==> config.mk <==
export PLATFORM = sky130hd
export DESIGN_NAME = value_monitor_flat
export DESIGN_NICKNAME = d
export VERILOG_FILES = /design/src/rtl/micromind_pkg.sv /design/src/rtl/value_monitor_if.sv /design/src/rtl/value_fifo.sv /design/src/rtl/value_monitor.sv /design/src/flat_wrapper.sv
export SDC_FILE = /design/constraint.sdc
export NUM_CORES = 1
export LEC_CHECK = 0
export ABC_AREA = 1
export CAP_MARGIN = 20
export CORE_ASPECT_RATIO = 1.75
export CORE_MARGIN = 2
export CORE_UTILIZATION = 55
export DETAILED_ROUTE_END_ITERATION = 8
export PLACE_DENSITY = 0.76
export SKIP_LAST_GASP = 1
export SLEW_MARGIN = 5
export SYNTH_ARGS = -nofsm -noshare
export SYNTH_HDL_FRONTEND = slang
export SYNTH_HIERARCHICAL = 1
export SYNTH_SLANG_ARGS = --single-unit
export TNS_END_PERCENT = 5
==> constraint.sdc <==
create_clock -name clk -period 1.86 [get_ports clk]
set_input_delay 0.279 -clock clk [delete_from_list [all_inputs] [get_ports clk]]
set_output_delay 0.279 -clock clk [all_outputs]
set_load 0.03 [all_outputs]
==> src/rtl/micromind_pkg.sv <==
// Shared definitions for micromind and its consumer-side change logger.
package micromind_pkg;

  localparam int VALUE_W  = 8;
  localparam int TS_W_DEF = 16;

  typedef struct packed {
    logic [VALUE_W-1:0]  value;
    logic [TS_W_DEF-1:0] stamp;
  } rec_t;

endpackage

==> src/rtl/value_monitor_if.sv <==
// Show-ahead read port of the value change log: head record plus valid/ready.
interface value_monitor_if #(
  parameter int TS_W = micromind_pkg::TS_W_DEF
);
  import micromind_pkg::*;

  logic               out_valid;
  logic               out_ready;
  logic [VALUE_W-1:0] out_value;
  logic [TS_W-1:0]    out_stamp;

  modport master (output out_valid, output out_value, output out_stamp, input out_ready);
  modport slave  (input out_valid, input out_value, input out_stamp, output out_ready);

endinterface

==> src/rtl/value_fifo.sv <==
// Synchronous FIFO with show-ahead head, occupancy count, and push-when-full
// accepted only if a pop frees the slot on the same edge.
module value_fifo #(
  parameter int DEPTH = 8,
  parameter int W     = 24
) (
  input  logic                   clk,
  input  logic                   reset,
  input  logic                   i_push,
  input  logic [W-1:0]           i_din,
  input  logic                   i_ready,
  output logic                   o_valid,
  output logic [W-1:0]           o_dout,
  output logic [$clog2(DEPTH):0] o_level,
  output logic                   o_push_ok
);

  localparam int AW = $clog2(DEPTH);

  logic [W-1:0]  r_mem [DEPTH];
  logic [AW-1:0] r_wptr;
  logic [AW-1:0] r_rptr;
  logic [AW:0]   r_level;
  logic          w_full;
  logic          w_pop;

  assign w_full    = (r_level == (AW+1)'(DEPTH));
  assign o_valid   = (r_level != '0);
  assign w_pop     = o_valid && i_ready;
  assign o_push_ok = i_push && (!w_full || w_pop);
  assign o_dout    = r_mem[r_rptr];
  assign o_level   = r_level;

  always_ff @(posedge clk) begin
    if (reset) begin
      r_wptr  <= '0;
      r_rptr  <= '0;
      r_level <= '0;
      for (int i = 0; i < DEPTH; i++) r_mem[i] <= '0;
    end else begin
      if (o_push_ok) begin
        r_mem[r_wptr] <= i_din;
        r_wptr        <= r_wptr + 1'b1;
      end
      if (w_pop) r_rptr <= r_rptr + 1'b1;
      if (o_push_ok && !w_pop)      r_level <= r_level + 1'b1;
      else if (!o_push_ok && w_pop) r_level <= r_level - 1'b1;
    end
  end

endmodule

==> src/rtl/value_monitor.sv <==
// Logs every change of micromind's value output with a cycle timestamp.
// Define VALUE_MONITOR_FILTER_EN to require two equal consecutive samples.
module value_monitor
  import micromind_pkg::*;
#(
  parameter int DEPTH = 8,
  parameter int TS_W  = TS_W_DEF
) (
  input  logic                   clk,
  input  logic                   reset,
  input  logic [VALUE_W-1:0]     value_in,
  value_monitor_if.master        rd,
  output logic [$clog2(DEPTH):0] level,
  output logic                   overflow
);

  localparam int REC_W = VALUE_W + TS_W;

  logic [TS_W-1:0]    r_cyc;
  logic               r_first;
  logic [VALUE_W-1:0] r_last;
  logic [VALUE_W-1:0] r_val_p1;
  logic [TS_W-1:0]    r_ts_p1;
  logic               r_overflow;
  logic               w_det;
  logic               w_push;
  logic               w_push_ok;
  logic [REC_W-1:0]   w_rec;
  logic [REC_W-1:0]   w_head;

  always_ff @(posedge clk) begin
    if (reset) r_cyc <= '0;
    else       r_cyc <= r_cyc + 1'b1;
  end

  // Stage 1: sample value and timestamp every edge
  always_ff @(posedge clk) begin
    r_val_p1 <= value_in;
    r_ts_p1  <= r_cyc;
  end

`ifdef VALUE_MONITOR_FILTER_EN
  logic               r_vld_p1;
  logic               r_chg_p2;
  logic [VALUE_W-1:0] r_val_p2;
  logic [TS_W-1:0]    r_ts_p2;

  // A value counts only once the current input matches the previous sample.
  assign w_det = r_vld_p1 && (value_in == r_val_p1) && (r_first || (value_in != r_last));

  always_ff @(posedge clk) begin
    if (reset) begin
      r_vld_p1 <= 1'b0;
      r_first  <= 1'b1;
      r_last   <= '0;
      r_chg_p2 <= 1'b0;
    end else begin
      r_vld_p1 <= 1'b1;
      r_chg_p2 <= w_det;
      if (w_det) begin
        r_first <= 1'b0;
        r_last  <= value_in;
      end
    end
  end

  // Stage 2: confirmed record, stamped with its first sample
  always_ff @(posedge clk) begin
    r_val_p2 <= r_val_p1;
    r_ts_p2  <= r_ts_p1;
  end

  assign w_push = r_chg_p2;
  assign w_rec  = {r_val_p2, r_ts_p2};
`else
  logic r_chg_p1;

  assign w_det = r_first || (value_in != r_last);

  always_ff @(posedge clk) begin
    if (reset) begin
      r_first  <= 1'b1;
      r_last   <= '0;
      r_chg_p1 <= 1'b0;
    end else begin
      r_first  <= 1'b0;
      r_last   <= value_in;
      r_chg_p1 <= w_det;
    end
  end

  assign w_push = r_chg_p1;
  assign w_rec  = {r_val_p1, r_ts_p1};
`endif

  // Push stage: store the record or flag its loss
  value_fifo #(
    .DEPTH (DEPTH),
    .W     (REC_W)
  ) u_fifo (
    .clk       (clk),
    .reset     (reset),
    .i_push    (w_push),
    .i_din     (w_rec),
    .i_ready   (rd.out_ready),
    .o_valid   (rd.out_valid),
    .o_dout    (w_head),
    .o_level   (level),
    .o_push_ok (w_push_ok)
  );

  always_ff @(posedge clk) begin
    if (reset)                      r_overflow <= 1'b0;
    else if (w_push && !w_push_ok)  r_overflow <= 1'b1;
  end

  assign overflow     = r_overflow;
  assign rd.out_value = w_head[REC_W-1:TS_W];
  assign rd.out_stamp = w_head[TS_W-1:0];

endmodule

==> src/flat_wrapper.sv <==
// flat-port wrapper written by rule: the top's interface ports become plain ports
module value_monitor_flat import micromind_pkg::*;
#(
  parameter int DEPTH = 8,
  parameter int TS_W  = TS_W_DEF
)
  (clk, reset, value_in, level, overflow, rd_out_valid, rd_out_value, rd_out_stamp, rd_out_ready);
  value_monitor_if #(.TS_W(TS_W)) rd_i ();
  input  logic clk;
  input  logic reset;
  input  logic [VALUE_W-1:0] value_in;
  output logic [$clog2(DEPTH):0] level;
  output logic overflow;
  output wire logic [$bits(rd_i.out_valid)-1:0] rd_out_valid;
  output wire logic [$bits(rd_i.out_value)-1:0] rd_out_value;
  output wire logic [$bits(rd_i.out_stamp)-1:0] rd_out_stamp;
  input wire logic [$bits(rd_i.out_ready)-1:0] rd_out_ready;
  assign rd_out_valid = rd_i.out_valid;
  assign rd_out_value = rd_i.out_value;
  assign rd_out_stamp = rd_i.out_stamp;
  assign rd_i.out_ready = rd_out_ready;
  value_monitor #(.DEPTH(DEPTH), .TS_W(TS_W)) u_core (.clk(clk), .reset(reset), .value_in(value_in), .rd(rd_i), .level(level), .overflow(overflow));
endmodule
Word-level counts from Yosys, hierarchy flattened --
Memory sizes are Yosys's and may differ from the RTL's. A register that Yosys moved wholly into a read port is not among the register bits. Index checks and enable logic that the tools add are counted.
Word-level totals: input bits 11, RAM bits 192, logic and storage cells 43, register bits after elaboration 61, memories 1
Memories:
- u_core.u_fifo.r_mem | depth 8, bits a word 24, read ports 1, clocked after Yosys merged registers in 1, write ports 8, RTL line value_fifo.sv:20 | logic [W-1:0] r_mem [DEPTH];
Cells by class: equality and inequality tests 2, add/subtract/negate cells 5, reductions and logical operators 13, multiplexer cells 12
Operators with widths (number):
- $mux W24 | 1
- $reduce_or A24 Y1 | 1
- $add A16 B1 Y16 const B | 1
- $mux W3 | 3
- $mux W4 | 2
- $ne A8 B8 Y1 | 1
- $add A3 B1 Y3 const B | 2
- $mux W1 | 6
- $logic_and A1 B1 Y1 | 5
- $add A4 B1 Y4 const B | 1
- $eq A4 B4 Y1 const B | 1
- $reduce_bool A4 Y1 | 1
- $sub A4 B1 Y4 const B | 1
- $logic_not A1 Y1 | 3
- $logic_or A1 B1 Y1 | 2
- $reduce_bool A2 Y1 | 1

Longest topological paths before layout --
depth after elaboration 9, mapped depth 14

By module --
Netlist, hierarchy kept.
Modules (own cells, without submodules):
- value_fifo | cells each 927, area an instance 9357.7 um2, times used 1
- value_monitor | cells each 194, area an instance 1674.1 um2, times used 1

Worst setup path before layout --
Ideal clock, no wire load.
kind reg-to-reg, start point register u_core.u_fifo.r_level[0] (netlist: u_core/u_fifo/o_level[0]), end point register u_core.u_fifo.r_level[3] (netlist: u_core/u_fifo/o_level[3]), required time 1.751 ns, cell stages (with the launch flop) 13, clock period less this slack 2.285 ns, path slack -0.425 ns, arrival 2.177 ns, buffers on the path 0, setup time 0.109 ns, cells stage by stage dfxtp_1 > nor2_1 > nand3_1 > nand2_1 > ha_1 > inv_1 > ha_1 > a21oi_1 > nand2_1 > nand2_1 > nand3_1 > nand2_1 > inv_1
On the way: cells in the longest elaborated chain, start to end 7, elaborated cells on any way between the ends 15
RTL lines:
- from (decl) | RTL line value_fifo.sv:23 | logic [AW:0] r_level;
- from (signal assigned) | RTL line value_fifo.sv:46 | if (o_push_ok && !w_pop) r_level <= r_level + 1'b1;
- from (signal assigned) | RTL line value_fifo.sv:47 | else if (!o_push_ok && w_pop) r_level <= r_level - 1'b1;
- $reduce_bool A4 Y1 * | RTL line value_fifo.sv:28 | assign o_valid = (r_level != '0);
- named net rd_out_valid | RTL line flat_wrapper.sv:14 | output wire logic [$bits(rd_i.out_valid)-1:0] rd_out_valid;
- $logic_and A1 B1 Y1 * | RTL line value_fifo.sv:29 | assign w_pop = o_valid && i_ready;
- $logic_or A1 B1 Y1 | RTL line value_fifo.sv:30 | assign o_push_ok = i_push && (!w_full || w_pop);
- $logic_and A1 B1 Y1 | RTL line value_fifo.sv:30
- $logic_not A1 Y1 | RTL line value_fifo.sv:47
- $logic_and A1 B1 Y1 | RTL line value_fifo.sv:47
- $reduce_bool A2 Y1 (no source line)
Mark *: on every way through the listed nets, which the timed path passes. The rest lies on a longest branch. The select of a mux whose other input is x is not followed. A chain may end at the register's enable or synchronous reset.

==> impl_metrics.toml <==
[global_routing]
grt_util_all_layers_pct = 24.83
grt_max_degree = 40
grt_antenna_before_repair = 0
grt_pass1_wl_um = 41450
overflow = 0
grt_pass1_vias = 8044

[sta]
grt_setup_unrepaired = "true"
setup_slack_ns = -0.3630
hold_viol_final = 0
fin_crit_ns = 2.223
drv_slew = 0
setup_violations = 28
fmax_ghz = 0.4498
worst_pin_slew_ns = 0.4936
fin_skew_ns = 0.01037
maxSlewHeadroom_pct = 67.06
fin_crit_sh_pct = 119.5

[worst_hold_path]
min_path_type = "input pin to register"
hold_end = "u_core/r_val_p1[5]"
min-delay-start = "value_in[5]"
hold_depth = 1

[power_and_ir_drop]
p_total_mw = 16.69
peakVddDrop_mv = 0.8675
p_leak_nw = 5.068
powerDensity_nw_per_um2 = 1270

[floorplanning]
die-area_um2 = 21250
die_h_um = 191.4
initial_core_util_pct = 55.89
floorplan.rows = 68
dieWidth_um = 111.1
pin_count = 41
core_um2 = 19740

[synthesis]
synth.distinct_cells = 35
synth_warnings = 6
synthCells = 1121
synth_area_um2 = 11030
syn-num-nets = 1139
synth_edf_count = 192
synth_area_leaders = "edfxtp_1 52%, nor2_1 13%, dfxtp_1 12%"
synth.most_common_cell = "nor2_1"
synth_top_area_cell = "edfxtp_1"
synth_ff_type = "edfxtp_1"
synth.top_cell.area_share_pct = 52.26
yosysSeqAreaShare_pct = 63.88
ys_seq_elements = 256
async_flop_share_pct = 0
synth.avg_cell_area_um2 = 9.841
synth_top_cells_by_count = "375 x nor2_1, 192 x edfxtp_1, 130 x o21ai_0"

[setup_path]
critical_path_required_ns = 1.58
worst_r2r_path_depth = 13
rr_startpoint = "u_core/u_fifo/o_level[2]"
critPathMaxFanout = 12
crit_type = "register to primary output"
arrival_ns = 1.94
reg2reg_slack_ns = 0
crit_path_start_kind = "register"
r2r_end = "u_core/u_fifo/o_level[3]"
critPathCaptureType = "primary output"

[finish]
num_antenna_cells = 0
fill_cells = 1443
fin_nets = 1205
syn_to_final_growth_pct = 19.15
drive_gt1_share_pct = 15.79

[cts]
h-tree-depth = 1
cts_buffer_depth = 3
clk_latency_ns = 0.51
cts_tree = "yes"
cts_inserted_buffers = 22
clock_sinks = 256
cts_root_buffer = "clkbuf_16"
clkTransAtPathRegs_ns = 0.06

[detailed_routing]
drc = 0
postRouteAntennaNets = 0
drt-initial-drc-count = 793
wl_per_cell_um = 18.65
via_per_inst = 5.632
vias = 8155
finalWirelength_um = 27000
drtPass1Iterations = 6

[outcome]
violations = "negative setup slack"
status = "finished with violations"

[place]
dp_slack_ns = -0.3921
hpwl_um = 15360
io_buffers = 40
place.gp.congestion = 0.8374

[run]
maxCapViolCount = 0
-- per-layer routing --
layer	GRT usage [%]	vias up	routed length, um
li1	-	3822	-
met1	27.89	3837	9275
met2	47.24	416	14710
met3	3.171	80	1950
met4	10.30	0	1064
met5	0	-	0
-- report_power, final --
part / switching, mW / leakage, nW / total, mW / internal (mW)
registers: 0.190 / 2.50 / 6.68 / 6.49
clock network: 1.99 / 0.360 / 4.67 / 2.68
logic: 3.16 / 2.21 / 5.34 / 2.18
-- cell usage in the layout, fill, tap and decap left out, drive strengths merged --
cell type        n
o21bai           3
bufbuf           2
buf             78
clkbuf          29
nor3             1
a21oi           11
a211oi           1
inv             67
bufinv           3
clkdlybuf4s50   16
nand3b           1
edfxtp         192
ha               6
clkinv          10
nor2           393
fa               1
xnor2            1
nand3           23
dfxtp           64
nand2          133
a31oi            2
o21ai          155
clkinvlp         2
nand4            3
xor2             4
o21a             2
-- final cells by class --
cell class                      count  area, um2  area share (%)
Timing Repair Buffer               99       1368           10.40
Multi-Input combinational cell    740       3418           26.01
Tap cell                          245      306.5           2.332
Inverter                           68      257.7           1.961
Clock buffer                       26      586.8           4.465
Clock inverter                     14      145.1           1.104
Sequential cell                   256       7062           53.73
-- state kept, by name, summed over array words and instances, names as in the netlist, named ones only --
name and count:
u_core/u_fifo/r_mem 192, u_core/u_fifo/o_level 4, u_core/overflow 1, u_core/r_cyc 16
u_core/u_fifo/r_rptr 3, u_core/r_last 8, u_core/r_chg_p1 1, u_core/r_val_p1 8
u_core/u_fifo/r_wptr 3, u_core/r_first 1, u_core/r_ts_p1 16
-- worst max-delay path by stage --
stage	endpoint	cells after the start	from
floorplan	u_core/u_fifo/o_level[3]	14	u_core/u_fifo/o_level[2]
global placement	u_core/u_fifo/o_level[3]	14	rd_out_ready
detailed placement	u_core/u_fifo/o_level[3]	14	rd_out_ready
CTS	rd_out_stamp[0]	9	register
global route	rd_out_stamp[7]	7	register
finish	rd_out_stamp[0]	7	register
-- worst max-delay path, cell delays in order, from the launching register on --
cell and delay, ns:
dfxtp_4 0.38, buf_12 0.15, clkbuf_16 0.17, o21ai_0 0.26, o21ai_1 0.10, nand2_1 0.10
nand2_2 0.11, buf_12 0.16
-- logic make-up after synthesis --
logic type / share of synthesized area [%]
buffers and inverters: 5.954
xor gates and xnor gates: 0.3969
AOI/OAI and AO/OA: 8.121
and+or+nand+nor: 20.79
adders and majority gates: 0.8620
DFF: 63.88
-- metrics by stage --
stage	utilization (%)	instance area, um2	setup TNS [ns]	hold slack, ns	std cells
5_1_grt	66.59	13140	-9.534	0.2616	1448
4_1_cts	66.04	13040	-7.081	0.2404	1445
3_5_place_dp	61.07	12050	-55.58	0.3826	1398
3_3_place_gp	61.07	12050	-35.53	0.3803	1398
6_report	66.59	13140	-7.037	0.2560	1448
2_1_floorplan	-	11080	-0.1861	0.3067	1121
-- repair_timing --
item	CTS	global route
setup buffers	4	0
cloned	4	3
pin swaps	3	5
resized for setup	57	24
setup endpoints to repair	27	31
hold buffers	0	0
Note: power is estimated with default switching activity, not from simulation.
